$ cat src/rtl/image_pixel_reader.sv
// Read-side master: scans pixel addresses 0..NUM_PIXELS-1 and packs R/G/B bytes into 24-bit pixels.
// Latency: first pix_valid 4 cycles after the start edge, then 5 cycles per pixel with pix_ready held high.
// Backpressure: while pix_valid=1 and pix_ready=0 the pixel, pix_last and bram_addr hold and the scan pauses.
module image_pixel_reader #(
  parameter int ADDR_W     = 17,
  parameter int NUM_PIXELS = 76800
) (
  input  logic              clk,
  input  logic              rst_n,
  input  logic              start,
  input  logic              abort,
  output logic              busy,
  output logic              done,
  output logic [ADDR_W-1:0] bram_addr,
  output logic [1:0]        bram_channel,
  output logic              bram_we,
  output logic [7:0]        bram_data_in,
  input  logic [7:0]        bram_data_out,
  output logic [23:0]       pix_data,
  output logic              pix_valid,
  input  logic              pix_ready,
  output logic              pix_last
);

  localparam logic [ADDR_W-1:0] LAST_ADDR = ADDR_W'(NUM_PIXELS - 1);

  typedef enum logic [2:0] {
    IDLE,
    SETUP,
    CAP_R,
    CAP_G,
    CAP_B,
    PRESENT
  } state_t;

  state_t     state;
  state_t     state_nxt;
  logic       launch;
  logic       cap_r;
  logic       cap_g;
  logic       cap_b;
  logic       handshake;
  logic       kill;
  logic [7:0] red_q;
  logic [7:0] green_q;

  // This master only reads, so the controller write port is tied off.
  assign bram_we      = 1'b0;
  assign bram_data_in = 8'h00;
  assign busy         = (state != IDLE);

  // State register.
  always_ff @(posedge clk or negedge rst_n) begin
    if (!rst_n) begin
      state <= IDLE;
    end else begin
      state <= state_nxt;
    end
  end

  // Next-state, channel select and datapath strobes; abort overrides everything outside IDLE.
  always_comb begin
    state_nxt    = state;
    bram_channel = 2'b01;
    launch       = 1'b0;
    cap_r        = 1'b0;
    cap_g        = 1'b0;
    cap_b        = 1'b0;
    handshake    = 1'b0;
    kill         = 1'b0;
    case (state)
      IDLE: begin
        if (start && !abort) begin
          launch    = 1'b1;
          state_nxt = SETUP;
        end
      end
      SETUP: begin
        state_nxt = CAP_R;
      end
      CAP_R: begin
        cap_r     = 1'b1;
        state_nxt = CAP_G;
      end
      CAP_G: begin
        bram_channel = 2'b10;
        cap_g        = 1'b1;
        state_nxt    = CAP_B;
      end
      CAP_B: begin
        bram_channel = 2'b11;
        cap_b        = 1'b1;
        state_nxt    = PRESENT;
      end
      PRESENT: begin
        if (pix_valid && pix_ready) begin
          handshake = 1'b1;
          state_nxt = pix_last ? IDLE : SETUP;
        end
      end
      default: begin
        state_nxt = IDLE;
      end
    endcase
    if (abort && (state != IDLE)) begin
      kill      = 1'b1;
      cap_r     = 1'b0;
      cap_g     = 1'b0;
      cap_b     = 1'b0;
      handshake = 1'b0;
      state_nxt = IDLE;
    end
  end

  // Address counter, byte capture and pixel output registers; address is held from SETUP through CAP_B.
  always_ff @(posedge clk or negedge rst_n) begin
    if (!rst_n) begin
      bram_addr <= '0;
      red_q     <= 8'h00;
      green_q   <= 8'h00;
      pix_data  <= 24'h000000;
      pix_valid <= 1'b0;
      pix_last  <= 1'b0;
      done      <= 1'b0;
    end else begin
      done <= 1'b0;
      if (kill) begin
        bram_addr <= '0;
        pix_valid <= 1'b0;
        pix_last  <= 1'b0;
      end else begin
        if (launch) begin
          bram_addr <= '0;
        end
        if (cap_r) begin
          red_q <= bram_data_out;
        end
        if (cap_g) begin
          green_q <= bram_data_out;
        end
        if (cap_b) begin
          pix_data  <= {red_q, green_q, bram_data_out};
          pix_valid <= 1'b1;
          pix_last  <= (bram_addr == LAST_ADDR);
        end
        if (handshake) begin
          pix_valid <= 1'b0;
          pix_last  <= 1'b0;
          if (pix_last) begin
            done <= 1'b1;
          end else begin
            bram_addr <= bram_addr + ADDR_W'(1);
          end
        end
      end
    end
  end

endmodule

$ cat config.mk
export PLATFORM = sky130hd
export DESIGN_NAME = image_pixel_reader
export DESIGN_NICKNAME = d
export VERILOG_FILES = /design/src/rtl/image_pixel_reader.sv
export SDC_FILE = /design/constraint.sdc
export NUM_CORES = 1
export LEC_CHECK = 0
export BUFFER_PORTS_ARGS = -buffer_cell sky130_fd_sc_hd__buf_2
export CAP_MARGIN = 10
export CORE_ASPECT_RATIO = 0.5
export CORE_MARGIN = 2
export CORE_UTILIZATION = 40
export CTS_CLUSTER_SIZE = 24
export DETAILED_ROUTE_END_ITERATION = 6
export PLACE_DENSITY = 0.67
export SYNTH_ARGS = -nofsm -noshare
export SYNTH_HDL_FRONTEND = slang
export SYNTH_SLANG_ARGS = --single-unit
$ cat constraint.sdc
create_clock -name clk -period 1.67 [get_ports clk]
set_input_delay 0.334 -clock clk [delete_from_list [all_inputs] [get_ports clk]]
set_output_delay 0.334 -clock clk [all_outputs]
set_load 0.05 [all_outputs]
==> flow_summary.ini, run 1 <==
[floorplan]
ioPinCount = 69
placementRows = 21
die_x_um = 123
die_h_um = 63.3
core_area_um2 = 6750
die_area_um2 = 7760
initial_core_util_pct = 41.6

[layout]
nNetsFinal = 357
drive_above_1_share_pct = 63.1
areaGrowthSynthToFinish_pct = 50.9
fill_cells = 502
antenna_cells = 0
design_area_um2 = 4240

[place]
dp_slack_ps = -190
port_buffers = 59
place_congestion = 0.874
placed_area_um2 = 3600
place_hpwl_um = 4600

[setup_path]
reg2reg_depth = 5
cp-end-kind = flip-flop
critical_path.cell_chain = buf_6, or4b_4, nor4_4, xnor2_1, nor2_1
critPathSlowestCell = or4b_4
crit_type = flip-flop to flip-flop
critPathRequiredTime_ps = 1880
cpLargestDelayFamily = simple AND/OR/NAND/NOR gates
critPathArrivalTime_ps = 2050
critPathLaunchType = flip-flop
critPathBufInv = 1
max_stage_delay_ps = 600
path_depth = 5
worstPathMaxFanout = 4

[sta]
min_period_over_period_pct = 110
setup_viol = 25
fmax_mhz = 543
fin_skew_ps = 4.07
setup_slack_ps = -170
period_minus_slack_ps = 1840
rsz0062_at_grt = yes
final_max_slew_viol_count = 0
finalHoldViolations = 0

[logic_synthesis]
ys_types = 46
muxShareOfSynthArea_pct = 17.5
synth.top_cells.by_area = dfrtp_1 (56%), mux2_2 (16%), buf_4 (2.4%)
syn_inst = 228
synthFlopType = dfrtp_1
ys_ff_latch = 63
ys_seq_area_share_pct = 56.1
synth_top_area_share_pct = 56.1
yosys_warnings = 0
synthAdderAreaFrac_pct = 0.445
synth_top_area_cell = dfrtp_1
synth_edf_count = 0
avgSynthCellArea_um2 = 12.3
netlist_area_um2 = 2810
synth_compound_area_share_pct = 6.10
async_flop_share_pct = 100
synth-simple-area-share_pct = 13.9
synth_top_family_by_area = multiplexers
yosys.area_share.xor_xnor_pct = 1.56

[route]
wl_per_cell_um = 16.6
drtIter0Drc = 84
ant_nets = 0
totalWireLength_um = 7280
vias_per_cell = 5.26
dr.pass1.iters = 4
route.detailed.drc = 0
vias = 2307

[power]
leakagePower_nw = 2.05
power.share.sequential_pct = 36.3
p_per_area_nw_per_um2 = 1460
p_int_w = 0.00384
ir_worst_vdd_mv = 0.950
p_clk_share_pct = 27.0
combPwrFrac_pct = 36.7
switching_share_pct = 38.0
p_sw_w = 0.00235

[grt]
grt_max_degree = 64
grt_pass1_vias = 2328
antenna_found_initial = 0
track_usage_pct = 19.6
grt_pass1_wl_um = 11400
overflow = 0

[clock_tree]
cts_buffer_depth = 2
insertion_delay_ps = 330
cts_sinks = 63
clockRootBuffer = clkbuf_16
cts_inserted_buffers = 9
path_clk_slew_ps = 50
cts_tree = built
h-tree-depth = 3

[worst_hold_path]
hp-class = input pin to asynchronous set/reset pin

[run]
cap_violations = 0

[run_status]
outcome = finished with violations
failed_checks = setup timing
[cell type report]
class	instances	area, um^2	share of cell area [%]
Sequential cell	63	1600	37.6
Inverter	4	15.0	0.354
Multi-Input combinational cell	151	1440	33.9
Clock buffer	12	246	5.81
Tap cell	92	115	2.71
Timing Repair Buffer	114	810	19.1
Clock inverter	3	20.0	0.472
[what timing repair did]
action | CTS | global route
hold buffers | 0 | 0
setup endpoints to repair | 20 | 36
resized for setup | 39 | 23
pin swaps | 12 | 15
gates cloned | 0 | 0
buffers inserted | 9 | 3
[power by group through the flow]
stage | sequential (W) | clock (W) | combinational (W)
after global routing | 0.00231 | 0.00177 | 0.00238
after global placement | 0.00223 | 0 | 0.00206
final | 0.00225 | 0.00167 | 0.00227
after CTS | 0.00225 | 0.00172 | 0.00226
after floorplan | 0.00317 | 0 | 0.000663
after detailed placement | 0.00227 | 0 | 0.00209
[stage by stage]
step / utilization (%) / power (W) / setup TNS [ps] / std cells / hold WS (ps)
finish: 62.8 / 0.00619 / -1930 / 439 / 22.1
detailed placement: 53.3 / 0.00436 / -662 / 414 / 388
floorplan: - / 0.00383 / -7470 / 236 / 38.4
global route: 62.8 / 0.00646 / -3380 / 439 / 50.2
CTS: 61.1 / 0.00622 / -1110 / 438 / 32.3
global placement: 53.3 / 0.00430 / -376 / 414 / 368
[layer usage]
layer  vias up  global-route usage, %  share of wire [%]
met3        21                   6.25                4.9
met2        71                   32.5                 51
met5         -                      0                  0
met1      1164                   23.1                 42
met4         0                   9.48                2.2
li1       1051                      -                  -
[cells by family after synthesis]
family | count (synthesis)
mux | 44
fa+ha+maj | 1
buf+inv | 22
compound gates | 24
flops | 63
simple gates | 68
xor+xnor | 5
other cells | 1
[registers in the layout, indices dropped and copies added, names as in the netlist]
signal / flops
bram_addr: 17
done: 1
green_q: 8
pix_data: 24
pix_last: 1
pix_valid: 1
red_q: 8
state: 3
[worst paths after layout]
path	start	slack (ps)	endpoint
min	rst_n	20	pix_data[4]
max in group asynchronous	rst_n	1350	pix_last
max reg2reg	state[1]	-170	bram_addr[5]
max	state[1]	-170	bram_addr[5]
min reg2reg	pix_data[13]	500	pix_data[13]
min in group clk	bram_data_out[5]	270	green_q[5]
[synthesized netlist by cell type, drive strengths merged (2+ instances only)]
master,instances
dfrtp,63
or3,4
o41ai,2
a22o,2
nor3,10
buf,12
nor2,9
a211o,3
o311ai,2
or4,3
a21oi,4
and3,4
o21ai,5
mux2i,3
nand4,5
inv,4
nor2b,2
nand2,9
xnor2,4
mux2,41
a21o,2
nor4b,2
nand3,11
nor4,4
clkbuf,6
[cell usage in the layout, fill, tap and decap left out, drive strengths merged, types with 5 or more instances in the layout]
| cell | n |
|---|---|
| o21ai | 5 |
| clkbuf | 12 |
| mux2 | 41 |
| conb | 9 |
| nor2 | 9 |
| dfrtp | 63 |
| nand2 | 9 |
| nand4 | 5 |
| buf | 114 |
| nor3 | 10 |
| nand3 | 11 |
Power figures use the tool's default switching activity.
==> run 2, diff against run 1 <==
--- a/config.mk
+++ b/config.mk
@@ -10,6 +10,7 @@
 export CORE_ASPECT_RATIO = 0.5
 export CORE_MARGIN = 2
 export CORE_UTILIZATION = 40
+export CTS_BUF_LIST = sky130_fd_sc_hd__clkbuf_8 sky130_fd_sc_hd__clkbuf_16
 export CTS_CLUSTER_SIZE = 24
 export DETAILED_ROUTE_END_ITERATION = 6
 export PLACE_DENSITY = 0.67
==> run 2 against run 1 <==
The run still ends with setup timing left. Largest cell class unchanged. Final cell count unchanged. Combinational power is essentially flat. Register-to-register slack about the same.
==> flow_summary.ini, run 2 (synthesized netlist as in run 1, its figures left out) <==
[grt]
grt_max_degree = 64
antenna_found_initial = 0
track_usage_pct = 19.6
grt_pass1_vias = 2328
grt_pass1_wl_um = 11400
overflow = 0

[layout]
largest_register_ffs = 24
design_area_um2 = 4240
top_regs = pix_data (24), bram_addr (17)
layout_common_cells = buf_2 (56), dfrtp_1 (47), buf_4 (42)
nNetsFinal = 357
final_common_cell = buf_2
areaGrowthSynthToFinish_pct = 50.9
antenna_cells = 0
regMostFlops = pix_data
drive_above_1_share_pct = 63.1

[sta]
setup_viol = 25
min_period_over_period_pct = 110
final_max_slew_viol_count = 0
setup_slack_ps = -170
final.setup.tns_ps = -1930
fin_skew_ps = 4.07
rsz0062_at_grt = yes
fmax_mhz = 543
period_minus_slack_ps = 1840
finalHoldViolations = 0

[clock_tree]
cts_buffer_depth = 2
cts_tree = built
clockRootBuffer = clkbuf_16
insertion_delay_ps = 330
cts_sinks = 63
cts_inserted_buffers = 9
h-tree-depth = 3
path_clk_slew_ps = 50

[power]
combPwrFrac_pct = 36.8
p_sw_w = 0.00235
leakagePower_nw = 2.06
p_clk_share_pct = 26.8
p_per_area_nw_per_um2 = 1460
p_int_w = 0.00382
ir_worst_vdd_mv = 0.949
power.share.sequential_pct = 36.4
switching_share_pct = 38.1

[route]
vias = 2307
drtIter0Drc = 84
totalWireLength_um = 7280
route.detailed.drc = 0
dr.pass1.iters = 4
vias_per_cell = 5.26
wl_per_cell_um = 16.6
ant_nets = 0

[floorplan]
die_h_um = 63.3
initial_core_util_pct = 41.6
die_area_um2 = 7760
placementRows = 21
core_area_um2 = 6750
die_x_um = 123
ioPinCount = 69

[setup_path]
critical_path.cell_chain = buf_6, or4b_4, nor4_4, xnor2_1, nor2_1
max_stage_delay_ps = 600
crit_type = flip-flop to flip-flop
crit_start = state[1]
critPathBufInv = 1
worstPathMaxFanout = 4
critPathLaunchType = flip-flop
cpLargestDelayFamily = simple AND/OR/NAND/NOR gates
cp-end-kind = flip-flop
critPathArrivalTime_ps = 2050
critPathRequiredTime_ps = 1880
rrSetupSlack_ps = -170
regToRegStartpoint = state[1]
critPathSlowestCell = or4b_4

[place]
placed_area_um2 = 3600
place_hpwl_um = 4600
place_congestion = 0.874
port_buffers = 59

[run_status]
outcome = finished with violations
failed_checks = setup timing

[run]
cap_violations = 0

[worst_hold_path]
hp-class = input pin to asynchronous set/reset pin
==> run 2: cell count changes in the layout (fill, tap and decap cells not counted) <==
cell      before  now
clkbuf_1       2    0
inv_1          4    6
==> run 2: layout make-up <==
class | instances | area, um^2
fill | 502 | 2510
sequential | 63 | 1600
multi-input combinational | 151 | 1440
timing repair buffer | 114 | 810
clock buffer | 10 | 239
tap | 92 | 115
clock inverter | 5 | 27.5
inverter | 4 | 15.0
==> run 2: final timing paths <==
kind                                end  cells past startpoint
setup reg to reg           bram_addr[5]                      5
hold reg to reg            pix_data[13]                      1
setup / recovery           bram_addr[5]                      5
min in group clk             green_q[5]                      2
max in group asynchronous      pix_last                      2
hold / removal              pix_data[4]                      2
==> run 2: through the flow <==
step / setup slack (ps) / cells / power [W] / hold slack, ps / utilization, %
floorplan: -302 / 236 / 0.00383 / 38.4 / -
global placement: -89.9 / 414 / 0.00430 / 368 / 53.3
detailed placement: -190 / 414 / 0.00436 / 388 / 53.3
CTS: -152 / 438 / 0.00621 / 32.0 / 61.1
global route: -195 / 439 / 0.00644 / 50.1 / 62.8
finish: -170 / 439 / 0.00617 / 22.2 / 62.8
==> run 2: power groups by stage <==
| stage | Sequential (W) | Combinational, W | Clock [W] |
|---|---|---|---|
| 2_1_floorplan | 0.00317 | 0.000663 | 0 |
| 3_3_place_gp | 0.00223 | 0.00206 | 0 |
| 5_1_grt | 0.00231 | 0.00238 | 0.00176 |
| 3_5_place_dp | 0.00227 | 0.00209 | 0 |
| 6_report | 0.00225 | 0.00227 | 0.00166 |
| 4_1_cts | 0.00225 | 0.00226 | 0.00171 |
==> run 2: metal layers <==
layer	GRT usage, %	share of wire [%]
met1	23.1	42
met2	32.5	51
met3	6.25	4.9
met4	9.48	2.2
met5	0	0
==> run 2: what timing repair did <==
item | CTS | global route
endpoints found under the hold margin | 0 | 0
setup buffers | 9 | 3
setup endpoints to repair | 20 | 36
resized for setup | 39 | 23
pin swaps | 12 | 15
hold buffers | 0 | 0
==> run 3, diff against run 2 <==
==> constraint.sdc (replaced) <==
create_clock -name clk -period 1.67 [get_ports clk]
set_input_delay 0.2505 -clock clk [delete_from_list [all_inputs] [get_ports clk]]
set_output_delay 0.2505 -clock clk [all_outputs]
set_load 0.05 [all_outputs]
==> run 3 against run 2 <==
The flow still finishes with violations (setup timing). First-iteration DRC count is 24% higher. Setup slack better by 60 ps. Die area stayed put. Global-route usage is 0.76 points lower. Clock-buffer cell count is 1 lower. Worst hold slack better by 160 ps. Clock skew is 4.1 ps higher. Non-clock buffer count is 9 lower. Sequential cell count stayed put. Highest routed layer unchanged.
==> flow_summary.ini, run 3 (synthesized netlist as in run 1, its figures left out) <==
[sta]
final_max_slew_viol_count = 0
hold_slack_ps = 185
setup_viol = 3
rsz0062_at_grt = yes
setup_slack_ps = -111
fmax_mhz = 562
period_minus_slack_ps = 1780
min_period_over_period_pct = 107
finalHoldViolations = 0
fin_skew_ps = 8.21

[layout]
layout_common_cells = buf_2 (56), dfrtp_1 (44), mux2_2 (36), buf_4 (36), dfrtp_2 (19)
final_common_cell = buf_2
seqCellArea_um2 = 1600
antenna_cells = 0
nNetsFinal = 348
multiInputGateArea_um2 = 1330
areaGrowthSynthToFinish_pct = 44.6
design_area_um2 = 4070
drive_above_1_share_pct = 60.4
largest_register_ffs = 24
top_regs = pix_data (24), bram_addr (17)
regMostFlops = pix_data
fill_cells = 536

[floorplan]
initial_core_util_pct = 41.6
ioPinCount = 69
die_area_um2 = 7760
core_area_um2 = 6750
die_h_um = 63.3
die_x_um = 123
placementRows = 21

[route]
dr.pass1.iters = 4
totalWireLength_um = 6690
vias_per_cell = 5.13
vias = 2205
ant_nets = 0
drtIter0Drc = 104
wl_per_cell_um = 15.6
route.detailed.drc = 0

[grt]
grt_max_degree = 64
antenna_found_initial = 0
grt_pass1_wl_um = 11100
track_usage_pct = 18.8
grt_pass1_vias = 2237
overflow = 0

[clock_tree]
cts_tree = built
cts_sinks = 63
cts_buffer_depth = 2
h-tree-depth = 3
clockRootBuffer = clkbuf_16
cts_inserted_buffers = 9
insertion_delay_ps = 330
path_clk_slew_ps = 50

[setup_path]
critPathArrivalTime_ps = 2030
critPathRequiredTime_ps = 1920
crit_type = flip-flop to flip-flop
cp-end-kind = flip-flop
critPathLaunchType = flip-flop
worstPathMaxFanout = 3

[power]
p_clk_share_pct = 28.8
ir_worst_vdd_mv = 1.10
p_per_area_nw_per_um2 = 1510
p_sw_w = 0.00231
p_int_w = 0.00384
power.share.sequential_pct = 36.5
switching_share_pct = 37.6
combPwrFrac_pct = 34.8
leakagePower_nw = 1.96

[place]
port_buffers = 59
place_congestion = 0.895
place_hpwl_um = 4470
placed_area_um2 = 3560

[worst_hold_path]
hp-class = input pin to flip-flop

[run_status]
outcome = finished with violations
failed_checks = setup timing

[run]
cap_violations = 0
[run 3: cell count changes in the layout (fill, tap and decap cells not counted), sizes merged]
cell,delta
buf,-10
bufinv,+1
clkbuf,-1
clkinv,+1
clkinvlp,-1
dlygate4sd3,+1
[run 3: worst max-delay path, stage by stage, from the launching register on]
cell and delay (ps):
dfrtp_2 380, ha_4 130, nand4_1 120, or4_4 440, or4_1 510, a21oi_2 120
[run 3: timing repair]
action,4_1_cts,5_1_grt
endpoints found under the hold margin,63,0
hold buffers,1,0
setup endpoints to repair,10,25
buffers inserted,3,5
pin swaps,7,9
resized for setup,20,15
[run 3: layout make-up]
type                    instances  area share (%)
clock buffers                   9            5.54
clock inverters                 6            1.35
inverters                       4           0.369
multi-input cells             151            32.7
flip-flops and latches         63            39.4
well taps                      92            2.83
repair buffers                105            17.9
[run 3: metrics by stage]
stage                     setup TNS, ps  cells  setup slack (ps)  util [%]  power (W)
after global placement             -170    408             -85.6      52.8    0.00430
final                              -205    430              -111      60.2    0.00615
after global routing               -797    430              -196      60.2    0.00644
after floorplan                   -6160    236              -309         -    0.00386
after detailed placement           -292    408              -167      52.8    0.00436
after CTS                          -250    427              -109      58.5    0.00620
[run 3: final timing paths]
path                             startpoint            end  slack [ps]  cells after the start
setup reg to reg               bram_addr[1]  bram_addr[16]        -110                      5
hold reg to reg                 pix_data[4]    pix_data[4]         500                      1
setup / recovery               bram_addr[1]  bram_addr[16]        -110                      5
min in group asynchronous             rst_n    pix_data[2]         480                      3
hold / removal             bram_data_out[4]     green_q[4]         190                      2
max in group asynchronous             rst_n  bram_addr[12]         890                      3
[run 3: power groups by stage]
stage,clock network (W),logic (W),registers [W]
final,0.00177,0.00214,0.00224
after global routing,0.00189,0.00224,0.00231
after CTS,0.00181,0.00214,0.00225
after detailed placement,0,0.00209,0.00227
after global placement,0,0.00206,0.00224
after floorplan,0,0.000688,0.00317
[run 3: per-layer routing]
layer	vias up	part of all wire, %	global-route usage (%)
met3	8	3.7	6.07
met2	48	51	30.9
met1	1121	44	23.3
met5	-	0	0
li1	1028	-	-
met4	0	1.2	7.04
